===== src/rtl/fft_twiddle_reader_if.sv =====
// Output stream of the twiddle reader: a registered (re, im) pair with a
// valid/ready handshake.
//   out_valid : source holds a valid beat on out_re/out_im
//   out_ready : sink accepts the beat when out_valid && out_ready
//   out_re    : real twiddle component
//   out_im    : imaginary twiddle component
// master = the reader (source), slave = the downstream consumer.
interface fft_twiddle_reader_if #(
   parameter int unsigned WIDTH = 32
);
   logic             out_valid;
   logic             out_ready;
   logic [WIDTH-1:0] out_re;
   logic [WIDTH-1:0] out_im;

   modport master (
      output out_valid,
      output out_re,
      output out_im,
      input  out_ready
   );

   modport slave (
      input  out_valid,
      input  out_re,
      input  out_im,
      output out_ready
   );
endinterface


===== src/rtl/fft_twiddle_reader.sv =====
// Fetches a burst of twiddle factors from a pair of combinational-read RAMs
// (re and im share one address) and streams them out as registered pairs.
// Addresses start at base_addr and step by stride, wrapping modulo DEPTH.
//   clk, rst_n        : clock, asynchronous active-low reset
//   start             : one-cycle burst request, honoured only when idle
//   base_addr, stride : first index and per-beat increment, sampled with start
//   count             : beats in the burst (0 allowed), sampled with start
//   ram_address       : shared read address for both RAMs
//   ram_re_data/im    : combinational RAM read data at ram_address
//   out_if            : valid/ready stream of (re, im) beats
//   busy              : burst in progress (RUN or DRAIN)
//   done              : one-cycle pulse when the burst has fully drained
module fft_twiddle_reader #(
   parameter  int unsigned WIDTH = 32,
   parameter  int unsigned DEPTH = 360,
   localparam int unsigned AW    = $clog2(DEPTH),
   localparam int unsigned CW    = $clog2(DEPTH + 1)
) (
   input  logic                   clk,
   input  logic                   rst_n,
   input  logic                   start,
   input  logic [AW-1:0]          base_addr,
   input  logic [AW-1:0]          stride,
   input  logic [CW-1:0]          count,
   output logic [AW-1:0]          ram_address,
   input  logic [WIDTH-1:0]       ram_re_data,
   input  logic [WIDTH-1:0]       ram_im_data,
   fft_twiddle_reader_if.master   out_if,
   output logic                   busy,
   output logic                   done
);

   localparam logic [AW:0] DepthW = (AW + 1)'(DEPTH);

   typedef enum logic [1:0] {StIdle, StRun, StDrain, StFinish} state_e;

   state_e           state_q;
   logic [AW-1:0]    addr_q;
   logic [AW-1:0]    stride_q;
   logic [CW-1:0]    remaining_q;
   logic             out_valid_q;
   logic [WIDTH-1:0] out_re_q;
   logic [WIDTH-1:0] out_im_q;
   logic             busy_q;
   logic             done_q;

   logic [AW:0]      addr_sum;
   logic [AW-1:0]    addr_next;
   logic             handshake;
   logic             capture;

   // One extra bit keeps the carry so the wrap test is exact; both operands
   // are below DEPTH, so one subtraction always lands back in range.
   always_comb begin
      addr_sum  = {1'b0, addr_q} + {1'b0, stride_q};
      addr_next = addr_sum[AW-1:0];
      if (addr_sum >= DepthW) begin
         addr_next = AW'(addr_sum - DepthW);
      end
   end

   assign handshake = out_valid_q && out_if.out_ready;
   // The output register may be refilled when empty or being emptied this cycle.
   assign capture   = (state_q == StRun) && (remaining_q != '0) &&
                      (!out_valid_q || out_if.out_ready);

   always_ff @(posedge clk or negedge rst_n) begin
      if (!rst_n) begin
         state_q     <= StIdle;
         addr_q      <= '0;
         stride_q    <= '0;
         remaining_q <= '0;
         out_valid_q <= 1'b0;
         out_re_q    <= '0;
         out_im_q    <= '0;
         busy_q      <= 1'b0;
         done_q      <= 1'b0;
      end else begin
         done_q <= 1'b0;

         // A consumed beat with nothing to replace it empties the register;
         // a simultaneous capture below overrides this.
         if (handshake && !capture) begin
            out_valid_q <= 1'b0;
         end

         unique case (state_q)
            StIdle: begin
               if (start) begin
                  addr_q      <= base_addr;
                  stride_q    <= stride;
                  remaining_q <= count;
                  busy_q      <= 1'b1;
                  state_q     <= StRun;
               end
            end

            StRun: begin
               if (remaining_q == '0) begin
                  state_q <= StDrain;
               end else if (capture) begin
                  out_re_q    <= ram_re_data;
                  out_im_q    <= ram_im_data;
                  out_valid_q <= 1'b1;
                  remaining_q <= remaining_q - CW'(1);
                  addr_q      <= addr_next;
                  if (remaining_q == CW'(1)) begin
                     state_q <= StDrain;
                  end
               end
            end

            StDrain: begin
               // Finish once the last beat is gone or leaves this cycle.
               if (!out_valid_q || out_if.out_ready) begin
                  busy_q  <= 1'b0;
                  done_q  <= 1'b1;
                  state_q <= StFinish;
               end
            end

            StFinish: begin
               state_q <= StIdle;
            end

            default: begin
               state_q <= StIdle;
            end
         endcase
      end
   end

   assign ram_address      = addr_q;
   assign out_if.out_valid = out_valid_q;
   assign out_if.out_re    = out_re_q;
   assign out_if.out_im    = out_im_q;
   assign busy             = busy_q;
   assign done             = done_q;

endmodule

===== src/flat_wrapper.sv =====
// flat-port wrapper written by rule: the top's interface ports become plain ports
module fft_twiddle_reader_flat 
#(
   parameter  int unsigned WIDTH = 32,
   parameter  int unsigned DEPTH = 360,
   localparam int unsigned AW    = $clog2(DEPTH),
   localparam int unsigned CW    = $clog2(DEPTH + 1)
)
  (clk, rst_n, start, base_addr, stride, count, ram_address, ram_re_data, ram_im_data, busy, done, out_if_out_valid, out_if_out_re, out_if_out_im, out_if_out_ready);
  fft_twiddle_reader_if #(.WIDTH(WIDTH)) out_if_i ();
  input  logic clk;
  input  logic rst_n;
  input  logic start;
  input  logic [AW-1:0] base_addr;
  input  logic [AW-1:0] stride;
  input  logic [CW-1:0] count;
  output logic [AW-1:0] ram_address;
  input  logic [WIDTH-1:0] ram_re_data;
  input  logic [WIDTH-1:0] ram_im_data;
  output logic busy;
  output logic done;
  output wire logic [$bits(out_if_i.out_valid)-1:0] out_if_out_valid;
  output wire logic [$bits(out_if_i.out_re)-1:0] out_if_out_re;
  output wire logic [$bits(out_if_i.out_im)-1:0] out_if_out_im;
  input wire logic [$bits(out_if_i.out_ready)-1:0] out_if_out_ready;
  assign out_if_out_valid = out_if_i.out_valid;
  assign out_if_out_re = out_if_i.out_re;
  assign out_if_out_im = out_if_i.out_im;
  assign out_if_i.out_ready = out_if_out_ready;
  fft_twiddle_reader #(.WIDTH(WIDTH), .DEPTH(DEPTH)) u_core (.clk(clk), .rst_n(rst_n), .start(start), .base_addr(base_addr), .stride(stride), .count(count), .ram_address(ram_address), .ram_re_data(ram_re_data), .ram_im_data(ram_im_data), .out_if(out_if_i), .busy(busy), .done(done));
endmodule

===== config.mk =====
export PLATFORM = sky130hd
export DESIGN_NAME = fft_twiddle_reader_flat
export DESIGN_NICKNAME = d
export VERILOG_FILES = /design/src/rtl/fft_twiddle_reader_if.sv /design/src/rtl/fft_twiddle_reader.sv /design/src/flat_wrapper.sv
export SDC_FILE = /design/constraint.sdc
export NUM_CORES = 1
export LEC_CHECK = 0
export ABC_CLOCK_PERIOD_IN_PS = 3800
export CORE_ASPECT_RATIO = 1.2
export CORE_MARGIN = 3
export CORE_UTILIZATION = 45
export CTS_CLUSTER_SIZE = 30
export DETAILED_ROUTE_END_ITERATION = 7
export HOLD_SLACK_MARGIN = 0.06
export PLACE_DENSITY = 0.83
export SETUP_SLACK_MARGIN = 0.15
export SYNTH_ARGS = -nofsm -noshare
export SYNTH_HDL_FRONTEND = slang
export SYNTH_SLANG_ARGS = --single-unit
export TNS_END_PERCENT = 20

===== constraint.sdc =====
create_clock -name clk -period 3.8 [get_ports clk]
set_input_delay 0.76 -clock clk [delete_from_list [all_inputs] [get_ports clk]]
set_output_delay 0.76 -clock clk [all_outputs]
set_load 0.05 [all_outputs]

==> run summary <==
The flow ran to the end, and the final reports show no timing, DRC or antenna violations. The slew at the pin closest to its max-slew limit is 0.833 ns, and the hold violation total from the final report is 0. CTS placed an instance of sky130_fd_sc_hd__clkbuf_16 at the clock tree root. The number of warnings issued by yosys came out at 0. The path class of the tightest hold or removal check is in -> async.

The synthesized design spends more area on one cell type than any other, namely sky130_fd_sc_hd__dfrtp_1. The total number of placement rows is 40, and the top cell type's share of synthesized area is 0.517. Among all flip-flop cells after synthesis, the most frequent one is sky130_fd_sc_hd__dfrtp_1. The clock reaches the later pin of the worst-skew pair after 0.34 ns. Counting cells, the worst reg-to-reg path comes to 9. The aggregate global routing overflow was 0. Counting the fill cells in the layout gives 747. Together, buffers and inverters on the worst path number 0. By startpoint and endpoint, the worst setup path is classified as reg -> reg. Dividing the detail-routed wire length by the instance count gives 18.2 um.

For the via count of the routed design, the log shows 3690. STA classifies the critical path endpoint as a flop. The deepest level of the CTS H-tree was 3. Ranked by instance count, the synthesized netlist is headed by sky130_fd_sc_hd__dfrtp_1 (96), sky130_fd_sc_hd__mux2_2 (76), sky130_fd_sc_hd__o21ai_0 (22). The number of antenna violations at the first check in global routing was 0.

The tool flagged a number of max-cap violations equal to 0. The layout overhead on the synthesized area is 46.2%. Input and output buffers added on the ports amount to 170. The share of synthesized area occupied by flip-flops and latches was 0.517.

The area of the die was 11600 um2. For the number of buffers inserted for hold repair after clock tree synthesis, the log shows 0. The synthesized design contains 0 enable-type register cells. The register-to-register path setup slack was 0.64 ns; the post-layout minimum cycle time was 3.16 ns. The number of design rule violations left after detail routing was 0. Yosys attributes the largest share of cell area to sky130_fd_sc_hd__dfrtp_1 (52%), sky130_fd_sc_hd__mux2_2 (18%), sky130_fd_sc_hd__ha_1 (4.3%).

The number of pins with negative max-slew slack in the final report was 0; the area of the placeable core was 10100 um2. Pin placement for this block handled 171 I/O pins. The kind of cell with the highest combined delay along the critical path is compound AO/OA/AOI/OAI gates. The number of antenna-violating nets in the routed design is 0. The async set-or-reset flop fraction in the synthesized netlist is 1.00, and the total negative setup slack is 0 ns. Along the worst path, the maximum fanout reaches 5.

The global-route total usage across every layer is 0.221, and the worst max-slew margin expressed relative to the limit is 0.444. Measured along the x axis, the die boundary spans 98.8 um. The first-pass iteration count of the detailed router came out at 4.

Setup repair after global routing left no endpoint under its margin. The wire-length estimate of the detail-placed layout is 9220 um. The slowest stage cell on the critical path was sky130_fd_sc_hd__or4_1. Synthesis produced a netlist with a net count of 493. For the pin count of the biggest net entering global routing, the log shows 67.

Synthesis handed over a netlist of 381 instances. Buffers inserted during clock tree synthesis total 9. For the number of buffers between clock root and the deepest sink, the log shows 2.

After synthesis, the netlist uses 58 different library cells. In this design, the stage delay of the slowest critical-path cell is 0.43 ns. After the last flow step, the layout net total stands at 662. STA puts the critical path data required time at 4.04 ns. The mean instance size in the synthesized netlist came out at 12.2 um2.

In this run the critical register-to-register path is launched from u_core.ram_address[0]. The post-CTS setup buffer count came out at 0. After detailed routing, the total wire length is 12400 um.

The tools report the register cell area after layout as 2400 um2. Among all cell types in the netlist, the one instantiated most often is sky130_fd_sc_hd__dfrtp_1. The count of state elements after synthesis was 96.

The tree built by TritonCTS fans out to 96 sinks. The proportion of layout cells with a drive suffix above 1 was 0.193; the number of endpoints failing setup at the final stage was 0. At the end of routability-driven placement, the weighted congestion stood at 0.890. The endpoint identified for the worst register-to-register timing path is u_core.ram_address[4]. The most numerous cell type found on the critical path is sky130_fd_sc_hd__a21oi_1. The multi-input combinational cells in the finished layout cover a total of 2100 um2. The die is 117 um tall. The critical path goes through ha_1 > fa_1 > a21oi_1 > a21oi_1 > or4_1 > a41o_1 > a21oi_2 > mux2_2 > o31ai_1. For the via count of the first global-routing pass, the log shows 4045. The starting utilization of the core area is 0.462.

The period utilization is 0.832, and the maximum operating frequency is 316 MHz. The synthesized netlist occupies a cell area of 4650 um2. The clock transition at the register clock pins on the worst setup and hold paths after CTS came out at 0.07 ns. STA puts the critical path data arrival time at 3.40 ns. The worst setup path is launched from a flop. The tools report the final clock skew as 0.00876 ns. For the initial DRC count, the log shows 160. TritonCTS built the clock tree.

The count of cells resized by post-cts repair was 0; the antenna diode count was 0. The via-per-instance ratio came out at 5.42. The first global-routing pass estimated 20300 um of wire.
placed cells by master (no fill, tap or decap), drive strengths merged, types with 6 or more instances in the layout:
master         Yosys  final
nand3              8      8
o22ai              6      6
nor2              12     12
dfrtp             96     96
xnor2              6      6
clkbuf             4     11
buf               14      7
nand2             18     18
a21oi             19     19
o21ai             22     22
ha                16     16
clkdlybuf4s50      0    169
inv               14     15
mux2              76     76
mux2i              6      6
per-layer routing:
layer / up-vias / global-route usage / wire [um]
li1: 1731 / - / -
met1: 1790 / 0.237 / 4530
met2: 155 / 0.376 / 6230
met3: 14 / 0.104 / 1430
met4: 0 / 0.0794 / 220
met5: - / 0 / 0
metrics by stage:
stage / hold WS (ns) / instance area (um2) / util / setup slack [ns] / instances
floorplan: 0.464 / 4650 / - / 0.686 / 381
global placement: 0.489 / 6460 / 0.642 / 0.780 / 665
detailed placement: 0.495 / 6460 / 0.642 / 0.645 / 665
CTS: 0.510 / 6800 / 0.676 / 0.621 / 681
global route: 0.522 / 6800 / 0.676 / 0.478 / 681
finish: 0.505 / 6800 / 0.676 / 0.638 / 681
layout make-up:
class | instances | area share
flip-flops and latches | 96 | 0.353
multi-input cells | 253 | 0.309
repair buffers | 176 | 0.257
clock buffers | 11 | 0.0372
well taps | 126 | 0.0232
clock inverters | 5 | 0.0127
inverters | 14 | 0.00773
kinds of logic (layout without fill, tap and decap cells):
kind of cell / count (synthesis) / in the layout / share of synthesized area
XOR/XNOR: 8 / 8 / 0.0151
AO/OA/AOI/OAI: 85 / 85 / 0.126
flip-flops: 96 / 96 / 0.517
multiplexers: 82 / 82 / 0.197
AND/OR/NAND/NOR: 61 / 61 / 0.0665
adder cells (fa/ha/maj): 17 / 17 / 0.0473
buffers and inverters: 32 / 206 / 0.0312
flip-flops by register name, summed over array words and instances (netlist names):
signal,count
u_core.out_if.out_im,32
u_core.out_if.out_re,32
u_core.ram_address,9
u_core.remaining_q,9
u_core.stride_q,9
u_core.state_q,2
u_core.busy,1
u_core.done,1
u_core.out_if.out_valid,1
worst reg2reg max path: stages, from the launching register on:
cell	delay (ns)
sky130_fd_sc_hd__dfrtp_1	0.40
sky130_fd_sc_hd__ha_1	0.26
sky130_fd_sc_hd__fa_1	0.42
sky130_fd_sc_hd__a21oi_1	0.33
sky130_fd_sc_hd__a21oi_1	0.11
sky130_fd_sc_hd__or4_1	0.43
sky130_fd_sc_hd__a41o_1	0.26
sky130_fd_sc_hd__a21oi_2	0.26
sky130_fd_sc_hd__mux2_2	0.37
sky130_fd_sc_hd__o31ai_1	0.22
worst max-delay path by stage:
stage                                      from                    end  slack [ns]  cells after the start
final                     u_core.ram_address[0]  u_core.ram_address[4]        0.64                      9
after global placement    u_core.ram_address[0]  u_core.ram_address[4]        0.78                      9
after detailed placement  u_core.ram_address[0]  u_core.ram_address[4]        0.64                      9
after CTS                 u_core.ram_address[0]  u_core.ram_address[4]        0.62                      9
after global routing      u_core.ram_address[0]  u_core.ram_address[4]        0.48                      9
after floorplan           u_core.ram_address[0]  u_core.ram_address[4]        0.69                      9
Power is left out: the tool's default activity adds up to more than one toggle a clock period on the data nets, which glitch-free logic cannot reach.
